`src/rtl/dsr_ctl.sv`:
```
// Decode-stage pipeline register for the Y86-64 pipeline, with its own stall/bubble
// generation from load/use, mispredicted-branch and ret conditions.
module dsr_ctl #(
    parameter logic [3:0] NOP_ICODE = 4'h1,
    parameter logic [3:0] RNONE     = 4'hF,
    parameter logic [3:0] SAOK      = 4'h1
) (
    input  logic        clk,
    input  logic        reset,
    input  logic [3:0]  f_stat,
    input  logic [3:0]  f_icode,
    input  logic [3:0]  f_ifun,
    input  logic [3:0]  f_rA,
    input  logic [3:0]  f_rB,
    input  logic [63:0] f_valC,
    input  logic [63:0] f_valP,
    input  logic [3:0]  E_icode,
    input  logic [3:0]  E_dstM,
    input  logic        e_Cnd,
    input  logic [3:0]  M_icode,
    input  logic [3:0]  d_srcA,
    input  logic [3:0]  d_srcB,
    output logic [3:0]  D_stat,
    output logic [3:0]  D_icode,
    output logic [3:0]  D_ifun,
    output logic [3:0]  D_rA,
    output logic [3:0]  D_rB,
    output logic [63:0] D_valC,
    output logic [63:0] D_valP,
    output logic        D_stall,
    output logic        D_bubble
);

    localparam logic [3:0] I_MRMOVQ = 4'h5;
    localparam logic [3:0] I_JXX    = 4'h7;
    localparam logic [3:0] I_RET    = 4'h9;
    localparam logic [3:0] I_POPQ   = 4'hB;

    logic loaduse;
    logic mispredict;
    logic ret_in_pipe;

    always_comb begin
        loaduse     = 1'b0;
        mispredict  = 1'b0;
        ret_in_pipe = 1'b0;
        // RNONE in E_dstM never matches, even when a decode source is also RNONE
        if ((E_icode == I_MRMOVQ || E_icode == I_POPQ) && (E_dstM != RNONE) &&
            (E_dstM == d_srcA || E_dstM == d_srcB))
            loaduse = 1'b1;
        if (E_icode == I_JXX && !e_Cnd)
            mispredict = 1'b1;
        if (D_icode == I_RET || E_icode == I_RET || M_icode == I_RET)
            ret_in_pipe = 1'b1;
    end

    // Stall wins over bubble: the load/use instruction must stay in decode.
    assign D_stall  = loaduse;
    assign D_bubble = !loaduse && (mispredict || ret_in_pipe);

    always_ff @(posedge clk or posedge reset) begin
        if (reset) begin
            D_stat  <= SAOK;
            D_icode <= NOP_ICODE;
            D_ifun  <= 4'h0;
            D_rA    <= RNONE;
            D_rB    <= RNONE;
            D_valC  <= 64'h0;
            D_valP  <= 64'h0;
        end else if (D_stall) begin
            D_stat  <= D_stat;
            D_icode <= D_icode;
            D_ifun  <= D_ifun;
            D_rA    <= D_rA;
            D_rB    <= D_rB;
            D_valC  <= D_valC;
            D_valP  <= D_valP;
        end else if (D_bubble) begin
            D_stat  <= SAOK;
            D_icode <= NOP_ICODE;
            D_ifun  <= 4'h0;
            D_rA    <= RNONE;
            D_rB    <= RNONE;
            D_valC  <= 64'h0;
            D_valP  <= 64'h0;
        end else begin
            // Exception status codes pass through untouched; later stages handle them.
            D_stat  <= f_stat;
            D_icode <= f_icode;
            D_ifun  <= f_ifun;
            D_rA    <= f_rA;
            D_rB    <= f_rB;
            D_valC  <= f_valC;
            D_valP  <= f_valP;
        end
    end

endmodule

```
`config.mk`:
```
export PLATFORM = sky130hd
export DESIGN_NAME = dsr_ctl
export DESIGN_NICKNAME = d
export VERILOG_FILES = /design/src/rtl/dsr_ctl.sv
export SDC_FILE = /design/constraint.sdc
export NUM_CORES = 1
export LEC_CHECK = 0
export BUFFER_PORTS_ARGS = -buffer_cell sky130_fd_sc_hd__buf_2
export CORE_MARGIN = 2
export CORE_UTILIZATION = 35
export DETAILED_ROUTE_END_ITERATION = 10
export GPL_TIMING_DRIVEN = 0
export PLACE_DENSITY = 0.7
export SYNTH_ARGS = -nofsm -noshare
export SYNTH_HDL_FRONTEND = slang
export SYNTH_SLANG_ARGS = --single-unit
```
`constraint.sdc`:
```
create_clock -name clk -period 14.6 [get_ports clk]
set_clock_uncertainty 0.05 [all_clocks]
set_input_delay 2.92 -clock clk [delete_from_list [all_inputs] [get_ports clk]]
set_output_delay 2.92 -clock clk [all_outputs]
set_load 0.01 [all_outputs]
```
==> summary.json, run 1 <==
{
  "power": {
    "vdd_drop_max_mv": 0.08070,
    "cellLeakagePower_nw": 4.853,
    "power-per-cell-area_mw_per_mm2": 119.0,
    "design_power_total_mw": 1.112
  },
  "worst_setup_path": {
    "r2r_cells": 6,
    "worst-endpoint-arrival_ns": 4.31,
    "worstReg2RegEnd": "D_valC[24]$_DFFE_PP0N_",
    "critPathCapture": "D_bubble",
    "reg2reg_setup_slack_ns": 12.46,
    "critPathLaunch": "M_icode[0]",
    "worst_setup_path_start_kind": "input pin",
    "worst_setup_path_end_kind": "output port",
    "crit_required_ns": 11.63,
    "critPathKind": "input pin to output port",
    "cp_max_fo": 10,
    "reg2reg_from": "D_icode[3]$_DFFE_PP0N_"
  },
  "yosys": {
    "synth_ff_type": "sky130_fd_sc_hd__dfrtp_1",
    "synth_top_area_frac": 0.5096,
    "flops_latches_synth": 148,
    "synth-edff-count": 0,
    "synth.top_cells.by_area": "sky130_fd_sc_hd__dfrtp_1, sky130_fd_sc_hd__mux2_2, sky130_fd_sc_hd__and3_1, sky130_fd_sc_hd__mux2_1, sky130_fd_sc_hd__dfstp_2",
    "synth-warning-count": 0,
    "yosys.area.top_type": "sky130_fd_sc_hd__dfrtp_1",
    "synth_commonest_cells": "sky130_fd_sc_hd__and3_1, sky130_fd_sc_hd__dfrtp_1, sky130_fd_sc_hd__mux2_2",
    "synth-seq-area-share": 0.5484,
    "netlist_instances": 515,
    "ffs_w_async_s_r_synth": 1.000,
    "synth.distinct_cells": 23,
    "postSynthAreaPerCell_um2": 13.16,
    "mappedNetlistArea_mm2": 0.006776,
    "syn-num-nets": 686
  },
  "route": {
    "route.detailed.wl_per_inst_um": 16.60,
    "route.antenna.remaining_nets": 0,
    "detailedRoute.firstPassIterationCount": 4,
    "detailroute.via_count": 5371,
    "post-route-drc-count": 0,
    "vias_per_cell": 4.757,
    "drt-initial-drc-count": 180,
    "drt_wl_total_um": 18740
  },
  "run": {
    "drv_cap": 0
  },
  "cells_and_area": {
    "nNetsFinal": 1026,
    "final.fill_count": 1733,
    "layout.cells.non_filler": 1129,
    "layout.area.seq_mm2": 0.003716,
    "synthToLayoutAreaGrowth_pct": 37.81,
    "multi_input_area_mm2": 0.002791,
    "drive_gt1_frac": 0.5829
  },
  "placed_design": {
    "buffer_ports.inserted": 320,
    "dp.cells": 1096,
    "gp_routability_congestion": 0.7998,
    "detailedPlace.worstSlack_ns": 7.221,
    "place.detailed.hpwl_um": 14100
  },
  "clock_network": {
    "clock_latency_ns": 0.41,
    "htreeDepth": 4,
    "holdBufCountCts": 0,
    "clock_sink_count": 148,
    "post_cts.repair.setup_buffers": 0,
    "tritoncts": "done",
    "tritoncts_buffers": 17,
    "clockRootBuffer": "sky130_fd_sc_hd__clkbuf_16",
    "cts-resized-gates": 0,
    "clk_pin_slew_worst_paths_ns": 0.06,
    "ctsLongestPathBuffers": 2
  },
  "timing": {
    "setup_total_negative_slack_ns": 0,
    "hold_viol_final": 0,
    "finalCriticalPeriod_ns": 7.280,
    "setup_repair_after_global_routing_missed_its_margin": "false",
    "max_slew_margin": 0.5186,
    "slew_viol_final": 0,
    "achievable_freq_mhz": 137.4,
    "final_critical_path_setup_slack_ns": 7.320,
    "layout_worst_path_cycle_share": 0.4986,
    "tightest_slew_ns": 0.7221,
    "setup_viol_count_final": 0
  },
  "grt": {
    "global_route.overflow_total": 0,
    "global_route.usage.total": 0.1802,
    "antenna_found_initial": 1,
    "grt_pass1_vias": 5385,
    "grt_start_max_net_pins": 76,
    "grt_pass1_wl_um": 28700
  },
  "min_path": {
    "hold_path_class": "register to register"
  },
  "die": {
    "initial_core_util": 0.3599,
    "io-pin-count": 321,
    "die-width_um": 143.1,
    "fp.dieArea_mm2": 0.02049,
    "die_height_um": 143.1,
    "std_cell_rows": 50,
    "placeableCoreArea_mm2": 0.01883
  },
  "outcome": {
    "run_status": "finished, final reports clean"
  }
}
==> sequential cells by signal, indices dropped and copies added (netlist names) <==
signal	flops
D_valC	64
D_valP	64
D_icode	4
D_ifun	4
D_rA	4
D_rB	4
D_stat	4
==> cell type report <==
| cell class | instances | share of cell area |
|---|---|---|
| Clock inverter | 13 | 0.01581 |
| Sequential cell | 148 | 0.3979 |
| Timing Repair Buffer | 321 | 0.1744 |
| Buffer | 48 | 0.02840 |
| Antenna cell | 1 | 0.0002680 |
| Clock buffer | 19 | 0.04850 |
| Inverter | 1 | 0.0009378 |
| Multi-Input combinational cell | 318 | 0.2989 |
| Tap cell | 260 | 0.03483 |
==> worst min-delay path by stage <==
stage          cells after the start                     end                    from  slack [ns]
4_1_cts                            1  D_valC[26]$_DFFE_PP0N_  D_valC[26]$_DFFE_PP0N_        0.44
3_5_place_dp                       1  D_valC[26]$_DFFE_PP0N_  D_valC[26]$_DFFE_PP0N_        0.43
6_report                           1  D_valC[18]$_DFFE_PP0N_  D_valC[18]$_DFFE_PP0N_        0.44
2_1_floorplan                      1   D_ifun[0]$_DFFE_PP0N_   D_ifun[0]$_DFFE_PP0N_        0.48
3_3_place_gp                       1  D_valC[34]$_DFFE_PP0N_  D_valC[34]$_DFFE_PP0N_        0.42
5_1_grt                            1  D_valC[26]$_DFFE_PP0N_  D_valC[26]$_DFFE_PP0N_        0.44
==> kinds of logic after synthesis <==
| family | Yosys count | share of synthesized area |
|---|---|---|
| buffers and inverters | 49 | 0.03970 |
| flip-flops | 148 | 0.5484 |
| AO/OA/AOI/OAI | 4 | 0.004431 |
| AND/OR/NAND/NOR | 158 | 0.1512 |
| multiplexers | 148 | 0.2459 |
| XOR/XNOR | 8 | 0.01034 |
==> critical path, cell delays in order <==
cell and delay, ns:
sky130_fd_sc_hd__buf_2 0.09, sky130_fd_sc_hd__and4bb_2 0.23, sky130_fd_sc_hd__nor2_2 0.25, sky130_fd_sc_hd__clkbuf_2 0.27, sky130_fd_sc_hd__buf_2 0.28, sky130_fd_sc_hd__a21oi_1 0.12
sky130_fd_sc_hd__buf_2 0.15
==> metrics by stage <==
stage	hold WS [ns]	utilization	instance area, µm²
final	0.4371	0.4959	9339
after global routing	0.4431	0.4959	9339
after CTS	0.4407	0.4958	9336
after detailed placement	0.4262	0.4639	8736
after global placement	0.4200	0.4622	8703
after floorplan	0.4844	-	6777
==> cells in the final DEF (no fill, tap or decap), types with 2 or more instances in the layout <==
master and count:
sky130_fd_sc_hd__buf_2 329, sky130_fd_sc_hd__dfrtp_1 138, sky130_fd_sc_hd__and3_1 138, sky130_fd_sc_hd__mux2_2 116, sky130_fd_sc_hd__mux2_1 32, sky130_fd_sc_hd__clkbuf_1 26
sky130_fd_sc_hd__clkbuf_16 17, sky130_fd_sc_hd__dfstp_2 10, sky130_fd_sc_hd__nand3b_1 10, sky130_fd_sc_hd__xnor2_1 8, sky130_fd_sc_hd__buf_6 8, sky130_fd_sc_hd__inv_6 5
sky130_fd_sc_hd__clkinv_4 4, sky130_fd_sc_hd__nand4_1 3, sky130_fd_sc_hd__buf_4 3, sky130_fd_sc_hd__nor3b_1 2, sky130_fd_sc_hd__and4bb_1 2, sky130_fd_sc_hd__clkbuf_2 2
sky130_fd_sc_hd__clkbuf_8 2, sky130_fd_sc_hd__clkinv_2 2, sky130_fd_sc_hd__bufinv_16 2
==> metal layers <==
metal,track usage,share of wire,up-vias
met3,0.06137,0.079,22
li1,-,-,2528
met1,0.2238,0.43,2604
met4,0.05419,0.019,0
met2,0.2972,0.48,217
met5,0,0,-
==> where the power goes <==
group	switching (mW)	leakage, nW	internal (mW)
combinational	0.0944	2.77	0.100
sequential	0.0196	1.79	0.454
clock	0.179	0.295	0.264
(Power assumes the default switching activity.)
==> run 2: changes to the inputs <==
- PLACE_DENSITY: 0.7 -> 0.73
- clock period: 14.6 -> 6.04 ns (I/O delays scaled with it)
==> run 2 against run 1 <==
Net effect:
- design area is 0.32% lower
- core utilization is 0.16 points lower
- routed wire length is 3.9% higher
- die area stayed put
- clock power is 130% higher
- worst hold slack worse by 0.0012 ns
==> summary.json, run 2 (same netlist as run 1, synthesis figures left out) <==
{
  "die": {
    "io-pin-count": {"value": 321, "change": "unchanged"},
    "placeableCoreArea": {"value": 0.01883, "unit": "mm²", "change": "unchanged"},
    "fp.dieArea": {"value": 0.02049, "unit": "mm²", "change": "unchanged"},
    "die_height": {"value": 143.1, "unit": "µm", "change": "unchanged"},
    "die-width": {"value": 143.1, "unit": "µm", "change": "unchanged"},
    "std_cell_rows": {"value": 50, "change": "unchanged"},
    "initial_core_util": {"value": 0.3599, "change": "unchanged"}
  },
  "route": {
    "detailroute.via_count": {"value": 5368, "change": "was 5371"},
    "route.antenna.remaining_nets": {"value": 0, "change": "unchanged"},
    "drt-initial-drc-count": {"value": 139, "change": "was 180"},
    "post-route-drc-count": {"value": 0, "change": "unchanged"},
    "route.detailed.wl_per_inst": {"value": 17.25, "unit": "µm", "change": "was 16.60 µm"},
    "vias_per_cell": {"value": 4.759, "change": "was 4.757"},
    "detailedRoute.firstPassIterationCount": {"value": 4, "change": "unchanged"},
    "drt_wl_total": {"value": 19460, "unit": "µm", "change": "was 18740 µm"}
  },
  "placed_design": {
    "dp.cells": {"value": 1096, "change": "unchanged"},
    "buffer_ports.inserted": {"value": 320, "change": "unchanged"},
    "gp_routability_congestion": {"value": 0.7868, "change": "was 0.7998"},
    "placed_area": {"value": 0.008736, "unit": "mm²", "change": "unchanged"},
    "place.detailed.hpwl": {"value": 14530, "unit": "µm", "change": "was 14100 µm"},
    "detailedPlace.worstSlack": {"value": 2.039, "unit": "ns", "change": "was 7.221 ns"}
  },
  "worst_setup_path": {
    "slowest_delay": {"value": 0.30, "unit": "ns", "change": "was 0.28 ns"},
    "worst-endpoint-arrival": {"value": 2.71, "unit": "ns", "change": "was 4.31 ns"},
    "r2r_cells": {"value": 6, "change": "unchanged"},
    "ordered_list_of_cells_on_the_worst_path": {"value": "buf_2, and4bb_2, nor2_2, clkbuf_2, buf_2, a21oi_1, buf_2", "change": "unchanged"},
    "reg2reg_setup_slack": {"value": 3.83, "unit": "ns", "change": "was 12.46 ns"},
    "worst-path-stages": {"value": 7, "change": "unchanged"},
    "worstPathBufferInverterCount": {"value": 4, "change": "unchanged"},
    "cp_common_cell": {"value": "sky130_fd_sc_hd__buf_2", "change": "unchanged"},
    "crit_required": {"value": 4.78, "unit": "ns", "change": "was 11.63 ns"},
    "worst_setup_path_start_kind": {"value": "input pin", "change": "unchanged"},
    "critPathKind": {"value": "input pin to output port", "change": "unchanged"},
    "worst_path_max_delay_cell": {"value": "sky130_fd_sc_hd__nor2_2", "change": "was sky130_fd_sc_hd__buf_2"},
    "cpLargestDelayFamily": {"value": "buffers and inverters", "change": "unchanged"},
    "worst_setup_path_end_kind": {"value": "output port", "change": "unchanged"},
    "cp_max_fo": {"value": 10, "change": "unchanged"}
  },
  "outcome": {
    "run_status": {"value": "finished, final reports clean", "change": "unchanged"}
  },
  "min_path": {
    "hold_path_class": {"value": "register to register", "change": "unchanged"},
    "min_path_cells": {"value": 1, "change": "unchanged"}
  },
  "cells_and_area": {
    "layout.cells.non_filler": {"value": 1128, "change": "was 1129"},
    "final_common_cell": {"value": "sky130_fd_sc_hd__buf_2", "change": "unchanged"},
    "antenna_cells_inserted": {"value": 0, "change": "was 1"},
    "post-route-cell-area": {"value": 0.009309, "unit": "mm²", "change": "was 0.009339 mm²"},
    "largest_registers": {"value": "D_valC (64), D_valP (64)", "change": "unchanged"},
    "drive_gt1_frac": {"value": 0.5829, "change": "unchanged"},
    "synthToLayoutAreaGrowth": {"value": 37.37, "unit": "%", "change": "was 37.81%"},
    "mostFrequentLayoutCells": {"value": "sky130_fd_sc_hd__buf_2, sky130_fd_sc_hd__dfrtp_1, sky130_fd_sc_hd__and3_1", "change": "unchanged"},
    "nNetsFinal": {"value": 1026, "change": "unchanged"}
  },
  "timing": {
    "hold_viol_final": {"value": 0, "change": "unchanged"},
    "finalCriticalPeriod_ns": 3.966,
    "layout_worst_path_cycle_share": 0.6565,
    "tightest_slew": {"value": 0.8859, "unit": "ns", "change": "was 0.7221 ns"},
    "max_slew_margin": {"value": 0.4094, "change": "was 0.5186"},
    "slew_viol_final": {"value": 0, "change": "unchanged"},
    "setup_repair_after_global_routing_missed_its_margin": {"value": "false", "change": "unchanged"},
    "achievable_freq_mhz": 252.2,
    "final_critical_path_setup_slack": {"value": 2.074, "unit": "ns", "change": "was 7.320 ns"},
    "setup_viol_count_final": {"value": 0, "change": "unchanged"}
  },
  "clock_network": {
    "ctsLongestPathBuffers": {"value": 2, "change": "unchanged"},
    "cts-resized-gates": {"value": 0, "change": "unchanged"},
    "tritoncts": {"value": "done", "change": "unchanged"},
    "holdBufCountCts": {"value": 0, "change": "unchanged"},
    "clockRootBuffer": {"value": "sky130_fd_sc_hd__clkbuf_16", "change": "unchanged"},
    "clk_pin_slew_worst_paths": {"value": 0.06, "unit": "ns", "change": "about the same"},
    "post_cts.repair.setup_buffers": {"value": 0, "change": "unchanged"},
    "clock_sink_count": {"value": 148, "change": "unchanged"},
    "tritoncts_buffers": {"value": 17, "change": "unchanged"},
    "clock_latency": {"value": 0.41, "unit": "ns", "change": "about the same"},
    "htreeDepth": {"value": 4, "change": "unchanged"}
  },
  "grt": {
    "global_route.usage.total": {"value": 0.1876, "change": "was 0.1802"},
    "antenna_found_initial": {"value": 1, "change": "unchanged"},
    "grt_start_max_net_pins": {"value": 95, "change": "was 76"},
    "global_route.overflow_total": {"value": 0, "change": "unchanged"},
    "grt_pass1_vias": {"value": 5550, "change": "was 5385"},
    "grt_pass1_wl": {"value": 29470, "unit": "µm", "change": "was 28700 µm"}
  },
  "power": {
    "power-per-cell-area": {"value": 285.2, "unit": "mW/mm²", "change": "was 119.0 mW/mm²"},
    "cellLeakagePower": {"value": 4.838, "unit": "nW", "change": "was 4.853 nW"},
    "vdd_drop_max": {"value": 0.1833, "unit": "mV", "change": "was 0.08070 mV"}
  },
  "run": {
    "drv_cap": {"value": 0, "change": "unchanged"}
  }
}
## run 2: per-layer routing
metal,GRT usage,up-vias,part of all wire
met5,0,-,0.00046
met4,0.06149,2,0.020
met3,0.06808,28,0.083
met2,0.3170,211,0.48
met1,0.2217,2593,0.41
li1,-,2534,-
## run 2: final timing paths
path | start | endpoint
worst max-delay path | M_icode[2] | D_bubble
worst min-delay path | D_valC[18]$_DFFE_PP0N_ | D_valC[18]$_DFFE_PP0N_
worst max register to register | D_icode[2]$_DFFE_PP0N_ | D_valC[20]$_DFFE_PP0N_
worst min register to register | D_valC[18]$_DFFE_PP0N_ | D_valC[18]$_DFFE_PP0N_
max in group asynchronous | reset | D_icode[0]$_DFFE_PP1N_
min in group asynchronous | reset | D_valP[21]$_DFFE_PP0N_
## run 2: worst register-to-register path: stages, from the launching register on
cell and delay, ns:
sky130_fd_sc_hd__dfrtp_1 0.37, sky130_fd_sc_hd__and4bb_1 0.24, sky130_fd_sc_hd__nor2_2 0.32, sky130_fd_sc_hd__buf_2 0.40
sky130_fd_sc_hd__clkbuf_1 0.40, sky130_fd_sc_hd__and3_1 0.22, sky130_fd_sc_hd__mux2_2 0.15
## run 2: cell type report
class / instances / area [µm²]
buffer: 48 / 265.3
sequential: 148 / 3716
multi-input combinational: 318 / 2791
timing repair buffer: 321 / 1629
clock buffer: 17 / 425.4
clock inverter: 15 / 147.6
inverter: 1 / 8.758
tap: 260 / 325.3
fill: 1719 / 9522
## run 2: where the power goes
| part | switching, mW | internal (mW) |
|---|---|---|
| combinational | 0.232 | 0.242 |
| clock | 0.454 | 0.579 |
| sequential | 0.0496 | 1.10 |
## run 2: per-stage QoR
stage / utilization / setup TNS [ns] / hold WS (ns) / power (mW)
floorplan: - / 0 / 0.4844 / 1.417
global placement: 0.4622 / -145.13 / 0.4192 / 1.631
detailed placement: 0.4639 / 0 / 0.4262 / 1.645
CTS: 0.4944 / 0 / 0.4402 / 2.690
global route: 0.4944 / 0 / 0.4489 / 2.779
finish: 0.4944 / 0 / 0.4359 / 2.655
==> run 3: changes to the inputs <==
- PLACE_DENSITY: 0.73 -> 0.7
- clock period: 6.04 -> 4.15 ns (I/O delays scaled with it)
==> run 3 against run 2 <==
Net effect:
- first-iteration DRC count up 68%
- sequential share of layout area down 0.35 points
- sequential cell count unchanged
- total power up 49%
- combinational power up 46%
- clock-buffer cell count up 1
- via count up 0.73%
- core utilization up 0.44 points
- critical path depth unchanged
- sequential power up 45%
==> summary.json, run 3 (same netlist as run 1, synthesis figures left out) <==
{
  "run": {
    "drv_cap": {"value": 0, "change": "unchanged"}
  },
  "power": {
    "vdd_drop_max": {"value": 0.2721, "unit": "mV", "change": "was 0.1833 mV"},
    "share_comb_of_total_power": {"value": 0.175, "change": "was 0.178"},
    "cellLeakagePower": {"value": 4.873, "unit": "nW", "change": "was 4.838 nW"},
    "design_power_total": {"value": 3.953, "unit": "mW", "change": "was 2.655 mW"},
    "cell_internal_power": {"value": 2.912, "unit": "mW", "change": "was 1.919 mW"},
    "power-per-cell-area": {"value": 420.9, "unit": "mW/mm²", "change": "was 285.2 mW/mm²"},
    "sequentialPowerShare": {"value": 0.422, "change": "was 0.432"},
    "clk_network_pwr_share": {"value": 0.403, "change": "was 0.389"},
    "net-switching-power": {"value": 1.041, "unit": "mW", "change": "was 0.7357 mW"},
    "switching_share": {"value": 0.2634, "change": "was 0.2771"}
  },
  "grt": {
    "grt_start_max_net_pins": {"value": 41, "change": "was 95"},
    "grt_pass1_vias": {"value": 5546, "change": "was 5550"},
    "global_route.usage.met1": {"value": 0.2186, "change": "was 0.2217"},
    "grt_pass1_wl": {"value": 29260, "unit": "µm", "change": "was 29470 µm"},
    "global_route.usage.met3": {"value": 0.06070, "change": "was 0.06808"},
    "global_route.overflow_total": {"value": 0, "change": "unchanged"},
    "m2_gr_usage": {"value": 0.3183, "change": "was 0.3170"},
    "global_route.usage.total": {"value": 0.1847, "change": "was 0.1876"},
    "global_route.peak_usage_layer": {"value": "met2", "change": "unchanged"},
    "antenna_found_initial": {"value": 0, "change": "was 1"}
  },
  "timing": {
    "fin_hold_ws": {"value": 0.4349, "unit": "ns", "change": "was 0.4359 ns"},
    "hold_viol_final": {"value": 0, "change": "unchanged"},
    "layout_worst_path_cycle_share": 0.7423,
    "finalCriticalPeriod_ns": 3.081,
    "setup_repair_after_global_routing_missed_its_margin": {"value": "false", "change": "unchanged"},
    "setup_total_negative_slack": {"value": 0, "unit": "ns", "change": "unchanged"},
    "slew_viol_final": {"value": 0, "change": "unchanged"},
    "max_slew_margin": {"value": 0.5346, "change": "was 0.4094"},
    "setup_viol_count_final": {"value": 0, "change": "unchanged"},
    "achievable_freq_mhz": 324.6,
    "tightest_slew": {"value": 0.6966, "unit": "ns", "change": "was 0.8859 ns"}
  },
  "clock_network": {
    "post_cts.repair.setup_buffers": {"value": 0, "change": "unchanged"},
    "htreeDepth": {"value": 4, "change": "unchanged"},
    "tritoncts": {"value": "done", "change": "unchanged"},
    "clockRootBuffer": {"value": "sky130_fd_sc_hd__clkbuf_16", "change": "unchanged"},
    "clk_pin_slew_worst_paths": {"value": 0.06, "unit": "ns", "change": "about the same"},
    "clock_latency": {"value": 0.41, "unit": "ns", "change": "about the same"},
    "holdBufCountCts": {"value": 0, "change": "unchanged"},
    "clock_sink_count": {"value": 148, "change": "unchanged"},
    "cts-resized-gates": {"value": 0, "change": "unchanged"},
    "ctsLongestPathBuffers": {"value": 2, "change": "unchanged"},
    "tritoncts_buffers": {"value": 17, "change": "unchanged"}
  },
  "cells_and_area": {
    "final_common_cell": {"value": "sky130_fd_sc_hd__buf_2", "change": "unchanged"},
    "largest_registers": {"value": "D_valC (64), D_valP (64)", "change": "unchanged"},
    "nNetsFinal": {"value": 1029, "change": "was 1026"},
    "final.fill_count": {"value": 1713, "change": "was 1719"},
    "antenna_cells_inserted": {"value": 0, "change": "unchanged"},
    "synthToLayoutAreaGrowth": {"value": 38.59, "unit": "%", "change": "was 37.37%"},
    "drive_gt1_frac": {"value": 0.5832, "change": "was 0.5829"},
    "mostFrequentLayoutCells": {"value": "sky130_fd_sc_hd__buf_2, sky130_fd_sc_hd__dfrtp_1, sky130_fd_sc_hd__and3_1", "change": "unchanged"},
    "multi_input_area": {"value": 0.002791, "unit": "mm²", "change": "unchanged"},
    "layout.area.seq": {"value": 0.003716, "unit": "mm²", "change": "unchanged"},
    "final_core_util": {"value": 0.4987, "change": "was 0.4944"}
  },
  "worst_setup_path": {
    "slowest_delay": {"value": 0.27, "unit": "ns", "change": "was 0.30 ns"},
    "worst_setup_path_start_kind": {"value": "input pin", "change": "unchanged"},
    "worst_path_max_delay_cell": {"value": "sky130_fd_sc_hd__clkbuf_2", "change": "was sky130_fd_sc_hd__nor2_2"},
    "crit_required": {"value": 3.27, "unit": "ns", "change": "was 4.78 ns"},
    "r2r_cells": {"value": 6, "change": "unchanged"},
    "cp_common_cell": {"value": "sky130_fd_sc_hd__buf_2", "change": "unchanged"},
    "worst-endpoint-arrival": {"value": 2.20, "unit": "ns", "change": "was 2.71 ns"},
    "critPathKind": {"value": "input pin to output port", "change": "unchanged"},
    "cp_max_fo": {"value": 10, "change": "unchanged"},
    "ordered_list_of_cells_on_the_worst_path": {"value": "buf_2, and4bb_2, nor2_2, clkbuf_2, buf_2, a21oi_1, buf_2", "change": "unchanged"},
    "worst_setup_path_end_kind": {"value": "output port", "change": "unchanged"}
  },
  "placed_design": {
    "gp_routability_congestion": {"value": 0.8513, "change": "was 0.7868"},
    "place.detailed.hpwl": {"value": 14620, "unit": "µm", "change": "was 14530 µm"},
    "buffer_ports.inserted": {"value": 320, "change": "unchanged"}
  },
  "min_path": {
    "hold_path_class": {"value": "register to register", "change": "unchanged"},
    "min_path_cells": {"value": 1, "change": "unchanged"}
  },
  "route": {
    "route.antenna.remaining_nets": {"value": 0, "change": "unchanged"},
    "vias_per_cell": {"value": 4.781, "change": "was 4.759"},
    "drt_wl_total": {"value": 19120, "unit": "µm", "change": "was 19460 µm"},
    "post-route-drc-count": {"value": 0, "change": "unchanged"},
    "detailedRoute.firstPassIterationCount": {"value": 4, "change": "unchanged"},
    "drt-initial-drc-count": {"value": 233, "change": "was 139"},
    "detailroute.via_count": {"value": 5407, "change": "was 5368"},
    "route.detailed.wl_per_inst": {"value": 16.91, "unit": "µm", "change": "was 17.25 µm"}
  },
  "die": {
    "std_cell_rows": {"value": 50, "change": "unchanged"},
    "initial_core_util": {"value": 0.3599, "change": "unchanged"},
    "fp.dieArea": {"value": 0.02049, "unit": "mm²", "change": "unchanged"},
    "die_height": {"value": 143.1, "unit": "µm", "change": "unchanged"},
    "die-width": {"value": 143.1, "unit": "µm", "change": "unchanged"},
    "io-pin-count": {"value": 321, "change": "unchanged"},
    "placeableCoreArea": {"value": 0.01883, "unit": "mm²", "change": "unchanged"}
  },
  "outcome": {
    "run_status": {"value": "finished, final reports clean", "change": "unchanged"}
  }
}
==> run 3: stage by stage <==
step	instances	cell area (µm²)	setup slack (ns)
after floorplan	515	6780	1.417
after global placement	1095	8707	0.3424
after detailed placement	1099	8787	1.023
after CTS	1131	9392	1.018
after global routing	1131	9392	0.9646
final	1131	9392	1.069
==> run 3: power groups by stage <==
stage | clock network, mW | logic (mW) | registers, mW
3_5_place_dp | 0 | 0.700 | 1.70
2_1_floorplan | 0 | 0.296 | 1.77
5_1_grt | 1.70 | 0.760 | 1.69
4_1_cts | 1.64 | 0.702 | 1.67
3_3_place_gp | 0 | 0.683 | 1.69
6_report | 1.59 | 0.690 | 1.67
==> run 3: metal layers <==
layer / vias to the layer above / routed length, µm
li1: 2538 / -
met1: 2636 / 8005
met2: 208 / 9280
met3: 25 / 1435
met4: 0 / 399
met5: - / 0
==> run 3: final cells by class <==
type / count / share of cell area
Timing Repair Buffer: 324 / 0.1791
Clock inverter: 14 / 0.01865
Buffer: 48 / 0.02824
Tap cell: 260 / 0.03464
Multi-Input combinational cell: 318 / 0.2972
Clock buffer: 18 / 0.04570
Inverter: 1 / 0.0007994
Sequential cell: 148 / 0.3957
==> run 3: worst max-delay path, delay by kind of cell <==
kind            cells  cell delay (ns)
buf+inv             4             0.80
simple gates        2             0.47
compound gates      1             0.09
==> run 3: worst paths after layout <==
kind	end	startpoint	slack, ns
setup reg to reg	D_icode[3]$_DFFE_PP0N_	D_icode[2]$_DFFE_PP0N_	2.08
setup / recovery	D_bubble	M_icode[0]	1.07
max in group asynchronous	D_valP[63]$_DFFE_PP0N_	reset	2.69
min in group asynchronous	D_valP[22]$_DFFE_PP0N_	reset	0.47
hold / removal	D_valC[59]$_DFFE_PP0N_	D_valC[59]$_DFFE_PP0N_	0.43
hold reg to reg	D_valC[59]$_DFFE_PP0N_	D_valC[59]$_DFFE_PP0N_	0.43
